### src/rtl/move_collector_if.sv
// Column-FIFO drain bus and downstream move handshake shared by move_collector and its environment.
interface move_collector_if #(
  parameter int unsigned NCOL = 8,
  parameter int unsigned MW   = 19
);
  logic [NCOL-1:0]    col_done;
  logic [NCOL-1:0]    col_empty;
  logic [NCOL*MW-1:0] col_data;
  logic [NCOL-1:0]    col_rden;
  logic               move_valid;
  logic               move_ready;
  logic [MW-1:0]      move_data;

  modport master (
    input  col_done, col_empty, col_data, move_ready,
    output col_rden, move_valid, move_data
  );

  modport slave (
    output col_done, col_empty, col_data, move_ready,
    input  col_rden, move_valid, move_data
  );
endinterface

### src/rtl/move_collector.sv
// Round-robin drain of per-column move FIFOs into a single registered move stream,
// dropping invalid words and retiring each column on its from==to end marker.
module move_collector #(
  parameter int unsigned NCOL = 8,
  parameter int unsigned MW   = 19
) (
  input  logic                    clk,
  input  logic                    reset,
  input  logic                    start,
  move_collector_if.master        bus,
  output logic [7:0]              move_count,
  output logic                    overflow,
  output logic                    done
);
  localparam int unsigned PW      = (NCOL > 1) ? $clog2(NCOL) : 1;
  localparam int unsigned CW      = 8;
  localparam int unsigned SQW     = 6;
  localparam int unsigned INV_BIT = MW - 1;
  localparam logic [CW-1:0] CNT_MAX = '1;

  typedef enum logic [1:0] {IDLE, SCAN, READ, DONE} state_t;

  state_t          state;
  logic [PW-1:0]   ptr;
  logic [NCOL-1:0] finished;

  logic [MW-1:0]   head;
  logic            head_empty;
  logic            is_marker;
  logic            is_invalid;
  logic            out_free;
  logic            accept;
  logic            pop_c;
  logic            load_c;
  logic [PW-1:0]   ptr_next;

  // Head-of-column decode and the pop/load decision for the current pointer.
  always_comb begin
    head       = '0;
    head_empty = 1'b1;
    for (int unsigned i = 0; i < NCOL; i++) begin
      if (ptr == PW'(i)) begin
        head       = bus.col_data[i*MW +: MW];
        head_empty = bus.col_empty[i];
      end
    end
    is_marker  = (head[2*SQW-1:SQW] == head[SQW-1:0]);
    is_invalid = head[INV_BIT];
    accept     = bus.move_valid & bus.move_ready;
    out_free   = ~bus.move_valid | bus.move_ready;
    pop_c      = 1'b0;
    load_c     = 1'b0;
    if (state == READ && !head_empty) begin
      pop_c  = is_marker | is_invalid | out_free;
      load_c = ~is_marker & ~is_invalid & out_free;
    end
    ptr_next     = (ptr == PW'(NCOL - 1)) ? '0 : ptr + PW'(1);
    bus.col_rden = pop_c ? (NCOL'(1) << ptr) : '0;
  end

  always_ff @(posedge clk or negedge reset) begin
    if (!reset) begin
      state          <= IDLE;
      ptr            <= '0;
      finished       <= '0;
      bus.move_valid <= 1'b0;
      bus.move_data  <= '0;
      move_count     <= '0;
      overflow       <= 1'b0;
      done           <= 1'b0;
    end else begin
      // Output register: drain on acceptance, refill from the popped head word.
      if (accept) begin
        bus.move_valid <= 1'b0;
        if (move_count == CNT_MAX) begin
          overflow <= 1'b1;
        end else begin
          move_count <= move_count + CW'(1);
        end
      end
      if (load_c) begin
        bus.move_valid <= 1'b1;
        bus.move_data  <= head;
      end

      case (state)
        IDLE, DONE: begin
          if (start) begin
            state      <= SCAN;
            ptr        <= '0;
            finished   <= '0;
            move_count <= '0;
            overflow   <= 1'b0;
            done       <= 1'b0;
          end
        end
        SCAN: begin
          if (&finished) begin
            // Hold off completion until the last move has left the output register.
            if (!bus.move_valid) begin
              state <= DONE;
              done  <= 1'b1;
            end
          end else if (bus.col_done[ptr] && !bus.col_empty[ptr] && !finished[ptr]) begin
            state <= READ;
          end else begin
            ptr <= ptr_next;
          end
        end
        READ: begin
          if (!head_empty && is_marker) begin
            finished[ptr] <= 1'b1;
            ptr           <= ptr_next;
            state         <= SCAN;
          end
        end
        default: state <= IDLE;
      endcase
    end
  end
endmodule

### src/flat_wrapper.sv
// flat-port wrapper written by rule: the top's interface ports become plain ports
module move_collector_flat 
#(
  parameter int unsigned NCOL = 8,
  parameter int unsigned MW   = 19
)
  (clk, reset, start, move_count, overflow, done, bus_col_done, bus_col_empty, bus_col_data, bus_move_ready, bus_col_rden, bus_move_valid, bus_move_data);
  move_collector_if #(.NCOL(NCOL), .MW(MW)) bus_i ();
  input  logic clk;
  input  logic reset;
  input  logic start;
  output logic [7:0] move_count;
  output logic overflow;
  output logic done;
  input wire logic [$bits(bus_i.col_done)-1:0] bus_col_done;
  input wire logic [$bits(bus_i.col_empty)-1:0] bus_col_empty;
  input wire logic [$bits(bus_i.col_data)-1:0] bus_col_data;
  input wire logic [$bits(bus_i.move_ready)-1:0] bus_move_ready;
  output wire logic [$bits(bus_i.col_rden)-1:0] bus_col_rden;
  output wire logic [$bits(bus_i.move_valid)-1:0] bus_move_valid;
  output wire logic [$bits(bus_i.move_data)-1:0] bus_move_data;
  assign bus_i.col_done = bus_col_done;
  assign bus_i.col_empty = bus_col_empty;
  assign bus_i.col_data = bus_col_data;
  assign bus_i.move_ready = bus_move_ready;
  assign bus_col_rden = bus_i.col_rden;
  assign bus_move_valid = bus_i.move_valid;
  assign bus_move_data = bus_i.move_data;
  move_collector #(.NCOL(NCOL), .MW(MW)) u_core (.clk(clk), .reset(reset), .start(start), .bus(bus_i), .move_count(move_count), .overflow(overflow), .done(done));
endmodule
### config.mk
export PLATFORM = sky130hd
export DESIGN_NAME = move_collector_flat
export DESIGN_NICKNAME = d
export VERILOG_FILES = /design/src/rtl/move_collector_if.sv /design/src/rtl/move_collector.sv /design/src/flat_wrapper.sv
export SDC_FILE = /design/constraint.sdc
export NUM_CORES = 1
export LEC_CHECK = 0
export ABC_AREA = 1
export BUFFER_PORTS_ARGS = -buffer_cell sky130_fd_sc_hd__buf_2
export CAP_MARGIN = 5
export CORE_UTILIZATION = 25
export DETAILED_ROUTE_END_ITERATION = 8
export PLACE_DENSITY = 0.56
export SLEW_MARGIN = 15
export SYNTH_ARGS = -nofsm -noshare
export SYNTH_HDL_FRONTEND = slang
export SYNTH_SLANG_ARGS = --single-unit
### constraint.sdc
create_clock -name clk -period 3 [get_ports clk]
set_clock_uncertainty 0.2 [all_clocks]
set_input_delay 0.15 -clock clk [delete_from_list [all_inputs] [get_ports clk]]
set_output_delay 0.15 -clock clk [all_outputs]
set_load 0.005 [all_outputs]
==> flow_summary.ini, run 1 <==
[status]
outcome = finished, violations left
violations = negative setup slack

[worst_setup_path]
reg2reg_to = u_core.bus.move_data[12]$_DFFE_PN0P_
path_max_fanout = 8
startpoint_type = flip-flop
required_ns = 2.65
r2r_slack_ns = -0.14
crit_chain = inv_2, ha_4, inv_4, nor2_4, buf_6, buf_4, nand2_2, nand2_1, nand3_1, nand3_1, nand3_2, nand2_2, nand2_2, nand2_1, nand2_1, nand2_1, nand2_2, nor2_4, nand2_2, a21oi_2, nor2_1, buf_6, nor2_4, buf_2
worst_ep_arrival_time_ns = 2.90
crit_slowest_cell = dfrtp_1
crit_type = flip-flop to output port
r2r_start = u_core.ptr[1]$_DFFE_PN0P_
r2r_cells = 26
crit_top_cell = nand2_2
cp-end-kind = output port
path_buf_inv = 6
path_delay_family = simple AND/OR/NAND/NOR gates
slowest_delay_ns = 0.42

[grt]
top_usage_layer = met2
antenna_found_initial = 2
met2_usage_pct = 33.4
grt_max_degree = 44
grtUsageMet1_pct = 26.5
grt_pass1_vias = 5314
grt_overflow = 0
track_usage_pct = 20.1
grt_pass1_wl_mm = 27.6
met3_usage_pct = 3.90

[place]
place_worst_setup_slack_ns = -0.167
dp.cells = 1178
dpl_cell_area_um2 = 5780
portBuffers = 209
dp_hpwl_mm = 13.4
place_congestion = 0.872

[clocking]
cts_made_buffers = 5
clockBufferDepth = 2
clkLatencyLatePin_ns = 0.29
clk_pin_slew_ns = 0.07
htreeDepth = 2
root_buffer = clkbuf_16
cts_sinks = 43
cts_tree = built

[timing]
hold_violations = 0
period_minus_slack_ns = 3.25
tns_ns = -4.21
maxSlewViolCount = 0
setup_viol = 28
tightest_slew_ns = 0.635
fmax_mhz = 307
hold_ws_ns = 0.0377
period_share_pct = 108
slew_headroom_pct = 57.5
rsz0062_at_grt = yes
fin_ws_ns = -0.254

[yosys]
synth_area_leaders = dfrtp_1 26%, nand2_1 23%, nand3_1 9.1%, inv_1 7.7%, nor2_1 7.7%
yosys-top-cells-count = 262 x nand2_1, 86 x inv_1, 86 x nor2_1, 76 x nand3_1, 43 x dfrtp_1
synth-seq-cells = 43
synthMuxAreaShare_pct = 0
synth_area_um2 = 4200
synth-simple-area-share_pct = 46.3
synth-compound-area-share_pct = 12.1
synth_fa_ha_area_share_pct = 2.68
synth_top_area_share_pct = 25.6
synth-async-reset-ratio_pct = 100
netlist_instances = 737
syn-num-nets = 918
yosysWarnings = 0
synth-xor-area-share_pct = 0.417
synth_edf_count = 0
synth_top_family_by_area = simple AND/OR/NAND/NOR gates
synth.avg_cell_area_um2 = 5.70
yosysMostFrequentCell = nand2_1
yosysSeqAreaShare_pct = 25.6
ys_types = 34
synth_flop_cell = dfrtp_1
yosysTopAreaCell = dfrtp_1

[detailed_routing]
wire_per_inst_um = 14.4
ant_nets = 0
wl_mm = 17.4
routed_via_density = 4.53
drcViolationCount = 0
firstDrtPassIters = 4
vias = 5504
drt_iter0_markers = 279

[layout]
utilization_pct = 39.3
drive_gt1_share_pct = 36.2
layoutNonFillerInstCount = 1214
seq_area_um2 = 1080
design_area_um2 = 6460
multiInputGateArea_um2 = 2810
nets = 1172
area_growth_pct = 53.9
fillCellCount = 1852

[worst_hold_path]
min_to = u_core.bus.move_data[13]$_DFFE_PN0P_
hold_depth = 5
hold_start = bus_col_data[127]
hold_class = primary input to flip-flop

[run]
maxCapViolations = 0

[floorplanning]
rows = 47
start_util_pct = 25.5
fp.dieH_um = 132
core_area_um2 = 16500
die_area_um2 = 17300
num_io_pins = 210
die_width_um = 132

[pwr]
power_mw = 4.90
irDropWorstVdd_uv = 281
p_leak_nw = 3.64
power_density_nw_per_um2 = 758
==> area by class of cell <==
type	count	area share (%)
clock buffers	5	1.94
inverters	92	5.50
flip-flops and latches	43	16.6
well taps	220	4.26
repair buffers	283	27.3
clock inverters	3	0.716
diodes	2	0.0774
multi-input cells	566	43.5
==> sequential cells by signal (all words and copies together), names as in the netlist <==
name / count
u_core.finished: 8
u_core.state: 2
u_core.ptr: 3
u_core.move_count: 8
u_core.done: 1
u_core.bus.move_valid: 1
u_core.overflow: 1
u_core.bus.move_data: 19
==> per-layer routing <==
metal  vias to the layer above  share of wire, %
met4                         0               1.4
met1                      2466                46
li1                       2848                 -
met2                       176                46
met5                         -                 0
met3                        14               5.9
==> worst max-delay path by stage <==
stage	from	depth (start not counted)	to	slack, ns
2_1_floorplan	u_core.ptr[0]$_DFFE_PN0P_	23	u_core.bus.move_data[8]$_DFFE_PN0P_	0.09
3_3_place_gp	u_core.ptr[1]$_DFFE_PN0P_	21	bus_col_rden[7]	-0.11
3_5_place_dp	u_core.ptr[1]$_DFFE_PN0P_	21	bus_col_rden[5]	-0.17
4_1_cts	u_core.ptr[1]$_DFFE_PN0P_	23	bus_col_rden[5]	-0.23
5_1_grt	u_core.ptr[1]$_DFFE_PN0P_	23	bus_col_rden[6]	-0.47
6_report	u_core.ptr[1]$_DFFE_PN0P_	24	bus_col_rden[6]	-0.25
==> cells in the final DEF, fill, tap and decap left out, drive strengths merged <==
cell type | Yosys | routed
a211oi | 2 | 2
a21oi | 23 | 23
a221oi | 1 | 1
buf | 17 | 274
bufinv | 0 | 1
clkbuf | 19 | 6
clkinv | 2 | 1
clkinvlp | 0 | 1
dfrtp | 43 | 43
diode | 0 | 2
dlygate4sd3 | 0 | 8
ha | 9 | 9
inv | 90 | 92
nand2 | 265 | 265
nand3 | 78 | 78
nand4 | 14 | 14
nor2 | 89 | 89
nor3 | 4 | 4
nor4 | 4 | 4
o2111ai | 1 | 1
o211ai | 15 | 15
o21ai | 46 | 46
o22ai | 3 | 3
or2 | 10 | 10
xnor2 | 1 | 1
xor2 | 1 | 1
==> power breakdown <==
| part | total (mW) | switching (mW) | internal (mW) |
|---|---|---|---|
| clock network | 0.657 | 0.260 | 0.397 |
| logic | 3.45 | 1.95 | 1.50 |
| registers | 0.791 | 0.0787 | 0.712 |
==> worst reg2reg max path, cell delays in order (launching register included) <==
cell and delay [ns]:
dfrtp_1 0.42, inv_2 0.13, ha_4 0.17, inv_4 0.04, nor2_4 0.16, buf_6 0.13
buf_4 0.10, nand2_2 0.03, nand2_1 0.04, nand3_1 0.07, nand3_1 0.09, nand3_2 0.09
nand2_2 0.10, nand2_2 0.05, nand2_1 0.05, nand2_1 0.06, nand2_1 0.08, nand2_2 0.07
nor2_4 0.10, nand2_2 0.07, buf_4 0.13, buf_4 0.12, buf_4 0.12, nand3_2 0.14
buf_12 0.17, nand2_1 0.06, o21ai_1 0.08
==> repair_timing <==
item	CTS	global route
gates cloned	2	0
setup buffers	12	3
hold endpoints to repair	50	0
resized for setup	36	47
pin swaps	9	17
hold buffers	8	0
endpoints found under the setup margin	40	41
==> cell families after synthesis <==
kind of cell / count (synthesis)
buffers and inverters: 128
adder cells (fa/ha/maj): 9
XOR/XNOR: 2
flip-flops: 43
AND/OR/NAND/NOR: 464
AO/OA/AOI/OAI: 91
No activity file was read; power rests on OpenSTA's default activity.
==> inputs of run 2 (changes only) <==
- ABC_AREA: 1 -> unset
- PLACE_DENSITY: 0.56 -> 0.57
- SKIP_LAST_GASP: unset -> 1
==> flow_summary.ini, run 2 <==
[worst_hold_path]
hold_class = primary input to flip-flop
min_to = u_core.bus.move_data[12]$_DFFE_PN0P_
hold_depth = 4
hold_start = bus_col_data[145]

[place]
dp.cells = 916
dp_hpwl_mm = 13.7
place_congestion = 0.907
portBuffers = 209

[timing]
tightest_slew_ns = 0.586
tns_ns = -17.68
fin_ws_ns = -0.530
setup_viol = 41
hold_violations = 0
slew_headroom_pct = 61.0
period_minus_slack_ns = 3.53
fmax_mhz = 283
maxSlewViolCount = 0
period_share_pct = 118
rsz0062_at_grt = yes

[yosys]
yosysMostFrequentCell = nand2_1
syn-num-nets = 676
yosysTopAreaCell = dfrtp_1
synth_area_um2 = 3880
yosys-top-cells-count = 62 x nand2_1, 51 x o21ai_0, 44 x a21oi_1, 43 x dfrtp_1, 39 x nor2_1
yosysSeqAreaShare_pct = 27.7
yosysWarnings = 0
synth.avg_cell_area_um2 = 7.84
ys_types = 64
synth_flop_cell = dfrtp_1
synth-async-reset-ratio_pct = 100
synth_top_area_share_pct = 27.7
synth_edf_count = 0
synth_area_leaders = dfrtp_1 28%, o21ai_0 6.6%, nand2_1 6.0%, a21oi_1 5.7%, nor2_1 3.8%
synth-seq-cells = 43
netlist_instances = 495

[status]
outcome = finished, violations left
violations = negative setup slack

[grt]
grt_max_degree = 44
grt_overflow = 0
grt_pass1_wl_mm = 25.9
antenna_found_initial = 0
grt_pass1_vias = 4835
track_usage_pct = 20.9

[worst_setup_path]
crit_type = flip-flop to output port
cp-end-kind = output port
r2r_cells = 15
slowest_delay_ns = 0.53
r2r_slack_ns = -0.52
required_ns = 2.65
startpoint_type = flip-flop
crit_slowest_cell = o31ai_4
reg2reg_to = u_core.bus.move_data[2]$_DFFE_PN0P_
r2r_start = u_core.ptr[0]$_DFFE_PN0P_
crit_chain = inv_2, ha_2, buf_4, o21a_4, a21oi_1, o22ai_2, a221o_1, xnor2_2, nand3_2, nor3_4, o31ai_4, nor3b_2, buf_2
worst_ep_arrival_time_ns = 3.18
path_max_fanout = 8

[floorplanning]
start_util_pct = 25.5
die_area_um2 = 16000
num_io_pins = 210
core_area_um2 = 15200
die_width_um = 127
rows = 45
fp.dieH_um = 127

[clocking]
cts_tree = built
clk_pin_slew_ns = 0.06
htreeDepth = 2
cts_made_buffers = 5
clockBufferDepth = 2
root_buffer = clkbuf_16
clkLatencyLatePin_ns = 0.29
cts_sinks = 43

[layout]
antenna_cells = 0
layoutNonFillerInstCount = 944
area_growth_pct = 60.0
layout_common_cells = 208 x buf_2, 68 x buf_4, 59 x nand2_1
reg.largest.list = u_core.bus.move_data x19, u_core.finished x8, u_core.move_count x8
largest_reg_flops = 19
nets = 936
top_register = u_core.bus.move_data
final_common_cell = buf_2
fillCellCount = 1572
drive_gt1_share_pct = 50.7

[detailed_routing]
drt_iter0_markers = 235
wire_per_inst_um = 18.1
routed_via_density = 5.19
ant_nets = 0
wl_mm = 17.1
vias = 4897
firstDrtPassIters = 4
drcViolationCount = 0

[pwr]
p_leak_nw = 2.98
irDropWorstVdd_uv = 264
power_density_nw_per_um2 = 955
power_mw = 5.93

[run]
maxCapViolations = 0
[run 2: worst max-delay path by stage]
stage | slack (ns) | depth (start not counted) | to | start
after floorplan | -0.26 | 14 | u_core.ptr[0]$_DFFE_PN0P_ | u_core.ptr[2]$_DFFE_PN0P_
after global placement | -0.54 | 13 | bus_col_rden[1] | u_core.ptr[1]$_DFFE_PN0P_
after detailed placement | -0.67 | 13 | bus_col_rden[0] | u_core.ptr[1]$_DFFE_PN0P_
after CTS | -0.51 | 13 | bus_col_rden[0] | u_core.ptr[1]$_DFFE_PN0P_
after global routing | -0.69 | 13 | bus_col_rden[0] | u_core.ptr[0]$_DFFE_PN0P_
final | -0.53 | 13 | bus_col_rden[1] | u_core.ptr[0]$_DFFE_PN0P_
[run 2: what timing repair did]
action / 4_1_cts / 5_1_grt
pin swaps: 29 / 6
setup endpoints to repair: 41 / 41
hold endpoints to repair: 45 / 0
resized for setup: 55 / 6
buffers inserted: 16 / 1
gates cloned: 1 / 0
hold buffers: 3 / 0
[run 2: worst max-delay path, delay by kind of cell (launching register included)]
family          cells  cell delay (ns)
simple gates        3             0.29
fa+ha+maj           1             0.20
flops               1             0.42
buf+inv             3             0.39
xor+xnor            1             0.16
compound gates      5             1.43
[run 2: per-layer routing]
metal  up-vias  global-route usage (%)  routed length (um)
met2       203                    37.9                8540
met3        36                    3.33                 961
met4         0                    8.22                 647
met5         -                       0                   0
met1      2303                    24.6                6930
li1       2355                       -                   -
[run 2: final cells by class]
type | count | area [um2] | area share, %
Multi-Input combinational cell | 393 | 2910 | 46.8
Timing Repair Buffer | 291 | 1770 | 28.5
Sequential cell | 43 | 1080 | 17.4
Tap cell | 188 | 235 | 3.79
Clock buffer | 7 | 133 | 2.14
Inverter | 21 | 81.3 | 1.31
Clock inverter | 1 | 5.00 | 0.0806
[run 2: power by group]
group / total [mW] / internal (mW) / switching, mW
combinational: 4.55 / 2.19 / 2.35
clock: 0.538 / 0.308 / 0.229
sequential: 0.846 / 0.735 / 0.112
total: 5.93 / 3.24 / 2.69
[run 2: per-stage QoR]
stage / utilization (%) / worst slack, ns / cell area, um2 / hold WS (ns)
floorplan: - / -0.262 / 4050 / -0.346
global placement: 36.8 / -0.543 / 5590 / 0.179
detailed placement: 36.8 / -0.670 / 5590 / 0.195
CTS: 40.5 / -0.510 / 6150 / 0.00237
global route: 40.9 / -0.686 / 6210 / 0.0252
finish: 40.9 / -0.530 / 6210 / 0.00803
[run 2: kinds of logic (layout without fill, tap and decap cells)]
kind of cell / count (synthesis) / after routing / synth area share [%]
compound gates: 182 / 182 / 32.2
buf+inv: 59 / 320 / 7.12
xor+xnor: 11 / 11 / 2.48
fa+ha+maj: 9 / 9 / 2.90
mux: 22 / 22 / 6.29
simple gates: 169 / 169 / 21.3
flops: 43 / 43 / 27.7
